`config.mk`:
```
export PLATFORM = sky130hd
export DESIGN_NAME = branch_predictor
export DESIGN_NICKNAME = d
export VERILOG_FILES = /design/src/rtl/branch_predictor.sv
export SDC_FILE = /design/constraint.sdc
export NUM_CORES = 2
export LEC_CHECK = 0
export BUFFER_PORTS_ARGS = -buffer_cell sky130_fd_sc_hd__buf_2
export CORE_ASPECT_RATIO = 1.1
export CORE_MARGIN = 3
export CORE_UTILIZATION = 62
export DETAILED_ROUTE_END_ITERATION = 12
export GPL_TIMING_DRIVEN = 0
export PLACE_DENSITY = 0.8
export SYNTH_ARGS = -nofsm -noshare
export SYNTH_HDL_FRONTEND = slang
export SYNTH_SLANG_ARGS = --single-unit
export TNS_END_PERCENT = 20
```
`constraint.sdc`:
```
create_clock -name clk -period 4.66 [get_ports clk]
set_input_delay 0.233 -clock clk [delete_from_list [all_inputs] [get_ports clk]]
set_output_delay 0.233 -clock clk [all_outputs]
set_load 0.02 [all_outputs]
```
`src/rtl/branch_predictor.sv`:
```
// Direct-mapped 16-entry branch target buffer with 2-bit saturating direction
// counters, a combinational EX-stage mispredict flag and branch/mispredict counters.
module branch_predictor (
    input  logic        clk,
    input  logic        rst,
    input  logic [31:0] if_pc,
    output logic        pred_taken,
    output logic [31:0] pred_target,
    input  logic        upd_valid,
    input  logic [31:0] upd_pc,
    input  logic        upd_taken,
    input  logic [31:0] upd_target,
    input  logic        upd_pred_taken,
    input  logic [31:0] upd_pred_target,
    output logic        mispredict,
    output logic [31:0] branch_count,
    output logic [31:0] mispredict_count
);
    localparam int ENTRIES = 16;

    // upd_valid qualifies every upd_* field for exactly one cycle. There is no
    // ready: the table accepts an update on every cycle upd_valid is high.
    logic        valid_q  [ENTRIES];
    logic [25:0] tag_q    [ENTRIES];
    logic [31:0] target_q [ENTRIES];
    logic [1:0]  ctr_q    [ENTRIES];
    logic [31:0] branch_count_q;
    logic [31:0] mispredict_count_q;

    logic [3:0] rd_idx;
    logic [3:0] wr_idx;
    logic       rd_hit;
    logic       wr_hit;

    // Lookup reads the registered table only, so a same-cycle update is not bypassed.
    assign rd_idx      = if_pc[5:2];
    assign rd_hit      = valid_q[rd_idx] && (tag_q[rd_idx] == if_pc[31:6]);
    assign pred_taken  = rd_hit && ctr_q[rd_idx][1];
    assign pred_target = pred_taken ? target_q[rd_idx] : 32'h0;

    assign wr_idx = upd_pc[5:2];
    assign wr_hit = valid_q[wr_idx] && (tag_q[wr_idx] == upd_pc[31:6]);

    assign mispredict = upd_valid &&
                        ((upd_taken != upd_pred_taken) ||
                         (upd_taken && upd_pred_taken && (upd_target != upd_pred_target)));

    assign branch_count     = branch_count_q;
    assign mispredict_count = mispredict_count_q;

    always_ff @(posedge clk) begin
        if (rst) begin
            for (int i = 0; i < ENTRIES; i++) begin
                valid_q[i]  <= 1'b0;
                tag_q[i]    <= 26'h0;
                target_q[i] <= 32'h0;
                ctr_q[i]    <= 2'b01;
            end
            branch_count_q     <= 32'h0;
            mispredict_count_q <= 32'h0;
        end else begin
            if (upd_valid) begin
                branch_count_q <= branch_count_q + 32'd1;
                if (wr_hit) begin
                    if (upd_taken) begin
                        if (ctr_q[wr_idx] != 2'b11) ctr_q[wr_idx] <= ctr_q[wr_idx] + 2'b01;
                        target_q[wr_idx] <= upd_target;
                    end else if (ctr_q[wr_idx] != 2'b00) begin
                        ctr_q[wr_idx] <= ctr_q[wr_idx] - 2'b01;
                    end
                end else if (upd_taken) begin
                    // A taken miss claims the slot, evicting whatever aliased there.
                    valid_q[wr_idx]  <= 1'b1;
                    tag_q[wr_idx]    <= upd_pc[31:6];
                    target_q[wr_idx] <= upd_target;
                    ctr_q[wr_idx]    <= 2'b10;
                end
            end
            if (mispredict) mispredict_count_q <= mispredict_count_q + 32'd1;
        end
    end
endmodule

```
==> out/results.ini <==
[run_status]
status=finished with violations
violations=max-capacitance violations, max-slew violations, negative setup slack

[critical_path]
critPathLaunchType=input pin
critPathBufInv=7
critPathMaxFanout=17
critPathKind=input pin to flip-flop
arrival_ns=5.33
crit_top_cell=buf_2
cpMaxStageDelayCell=nor2_1
crit_chain=buf_2 > buf_6 > buf_4 > and2_1 > clkbuf_1 > nand2_1 > nor2_1 > inv_1 > a31oi_1 > buf_2 > or2_2 > buf_12
max_stage_delay_ns=1.24
critPathCaptureType=flip-flop
critical_path.top_delay_family=buffers and inverters
required_ns=5.04

[grt]
grt_pass1_wl_um=239400
grt_max_degree=25
overflow=0
antenna_found_initial=17
grtUsageTotal=0.3917
grt_pass1_vias=34717

[cells_and_area]
design_area_um2=59090
fin_nets=4063
final_layout_size_suffix_gt1_frac=0.2356
area_growth_pct=13.25
fin_util=0.7156

[route]
final_antenna_net_count=0
drc=0
vias=35170
drt_wl_total_um=170400
wl_per_cell_um=33.45
drtPass1Iterations=6
avgViaCountPerCell=6.906
drt-initial-drc-count=5510

[cts]
cts_max_level=3
cts_root_buffer=clkbuf_16
cts.sinks=1040
cts_buffers=105
cts_tree=yes
path_clk_slew_ns=0.07
ctsLongestPathBuffers=3
clk_latency_ns=0.71

[sta]
finClkSkew_ns=0.05742
rsz0062_at_grt=true
slew_violations=8
post-route-period-util=1.062
fin_crit_ns=4.948
setup_viol_count_final=94
worst_slack_ns=-0.2879
setup-tns-final_ns=-11.96
relSlewSlack=-0.04691
hold_viol=0
fmax_ghz=0.2021
worst_pin_slew_ns=1.565
holdWs_ns=0.03903

[placement]
dpl.hpwl_um=116100
place_area_um2=55210
port_buffers=198
dp_slack_ns=-1.325
place_congestion=1.001

[synthesis]
synthTopCellsByArea=edfxtp_1, mux4_2, and2_1, dfxtp_1, xnor2_1
yosys.area.top_type_share=0.5525
synth_area_um2=52180
synth_nets=3689
synthDistinctLibCells=63
yosysSeqAreaShare=0.5831
synth_ff_type=edfxtp_1
ys_ff_latch=1040
synth_cells=3553
synth_edf_count=960
ys_warn_count=0
synth-async-reset-ratio=0
yosys.area.top_type=edfxtp_1
syn_area_per_cell_um2=14.69

[die]
die_height_um=310.3
start_util=0.6319
core_um2=82580
pin_count=231
num_rows=110
die_w_um=282.6
die-area_um2=87690

[run]
max_cap_violations=1

[pwr]
p_per_area_nw_per_um2=366.0
peakVddDrop_mv=0.3327
p_leak_nw=21.01

[worst_hold_path]
hp-class=input pin to flip-flop

[cell type report]
| cell class | count | area, µm² |
|---|---|---|
| clock buffers | 139 | 2805 |
| flip-flops and latches | 1040 | 30430 |
| diodes | 13 | 32.53 |
| well taps | 1064 | 1331 |
| multi-input cells | 2142 | 20150 |
| fillers | 5286 | 23490 |
| inverters | 43 | 163.9 |
| clock inverters | 57 | 585.6 |
| plain buffers | 328 | 1583 |
| repair buffers | 267 | 2012 |
[placed cells by master (no fill, tap or decap), drive strengths merged, types with 14 or more instances in the layout]
cell type / netlist / final
a21o: 18 / 18
a31oi: 17 / 17
a41o: 17 / 17
and2: 935 / 935
and3: 14 / 14
buf: 117 / 343
clkbuf: 211 / 354
clkinv: 1 / 44
dfxtp: 80 / 80
dlygate4sd3: 0 / 35
edfxtp: 960 / 960
inv: 42 / 44
mux2: 14 / 14
mux2i: 58 / 58
mux4: 393 / 393
nand2: 103 / 103
nand3: 40 / 40
nand4: 24 / 24
nor2: 118 / 118
nor2b: 40 / 40
nor3: 19 / 19
nor4: 22 / 22
o21ai: 37 / 37
o21bai: 17 / 17
or2: 19 / 19
xnor2: 107 / 107
xor2: 44 / 44
[cells in the mapped netlist, types with 2 or more instances]
| cell | n |
|---|---|
| a211oi_1 | 2 |
| a21boi_0 | 2 |
| a21o_1 | 18 |
| a21oi_1 | 11 |
| a221oi_1 | 6 |
| a22o_1 | 2 |
| a22oi_1 | 9 |
| a31oi_1 | 17 |
| a32oi_1 | 2 |
| a41o_1 | 16 |
| a41oi_1 | 2 |
| and2_1 | 934 |
| and3_1 | 14 |
| and4_1 | 5 |
| buf_1 | 27 |
| buf_2 | 47 |
| buf_4 | 23 |
| buf_6 | 20 |
| clkbuf_1 | 210 |
| dfxtp_1 | 80 |
| edfxtp_1 | 960 |
| ha_1 | 3 |
| inv_1 | 41 |
| mux2_2 | 14 |
| mux2i_1 | 58 |
| mux4_2 | 392 |
| nand2_1 | 103 |
| nand2b_1 | 6 |
| nand3_1 | 40 |
| nand4_1 | 23 |
| nor2_1 | 118 |
| nor2b_1 | 40 |
| nor3_1 | 19 |
| nor4_1 | 22 |
| nor4b_1 | 2 |
| o211ai_1 | 7 |
| o21ai_0 | 27 |
| o21ai_1 | 10 |
| o21bai_1 | 17 |
| o22ai_1 | 9 |
| o2bb2ai_1 | 2 |
| or2_1 | 17 |
| or3_1 | 7 |
| xnor2_1 | 107 |
| xor2_1 | 44 |
[power breakdown]
| group | switching, mW | internal (mW) |
|---|---|---|
| Combinational | 1.40 | 0.967 |
| Sequential | 0.194 | 10.6 |
| Clock | 3.76 | 4.66 |
[path summary, 6_finish.rpt]
| kind | depth (start not counted) | to | slack [ns] | startpoint |
|---|---|---|---|---|
| max | 12 | tag_q[11][21]$_SDFFCE_PN0P_ | -0.29 | upd_pc[2] |
| min | 2 | tag_q[8][19]$_SDFFCE_PN0P_ | 0.04 | upd_pc[25] |
| max reg2reg | 11 | tag_q[8][14]$_SDFFCE_PN0P_ | 0.07 | tag_q[15][4]$_SDFFCE_PN0P_ |
| min reg2reg | 1 | valid_q[4]$_DFF_P_ | 0.48 | valid_q[4]$_DFF_P_ |
[through the flow]
step                      total power [mW]  std cells
after global placement               13.15       4815
after floorplan                      12.30       3553
final                                21.63       5093
after CTS                            21.47       5080
after detailed placement             13.26       4847
after global routing                 22.01       5082
[cells by family after synthesis]
| logic type | count (synthesis) | share of synthesized area |
|---|---|---|
| flip-flops | 1040 | 0.5831 |
| AND/OR/NAND/NOR | 1356 | 0.1513 |
| XOR/XNOR | 151 | 0.02534 |
| adder cells (fa/ha/maj) | 3 | 0.0007194 |
| multiplexers | 465 | 0.1838 |
| buffers and inverters | 371 | 0.03247 |
| AO/OA/AOI/OAI | 167 | 0.02319 |
[registers in the layout, indices dropped and copies added, names as in the netlist]
name / flops
ctr_q: 32
mispredict_count: 32
valid_q: 16
branch_count: 32
target_q: 512
tag_q: 416
[timing repair]
item / 4_1_cts / 5_1_grt
endpoints found under the setup margin: 61 / 115
endpoints found under the hold margin: 202 / 0
hold buffers: 35 / 0
cloned: 0 / 0
resized for setup: 15 / 41
pin swaps: 1 / 1
buffers inserted: 2 / 0
[per-layer routing]
layer  global-route usage  part of all wire  vias up
li1                     -                 -    13951
met1               0.4718              0.31    17213
met2               0.6054              0.46     3127
met3               0.1194              0.14      875
met4               0.2825             0.090        4
met5             0.004910           0.00023        -
(Power assumes the default switching activity.)
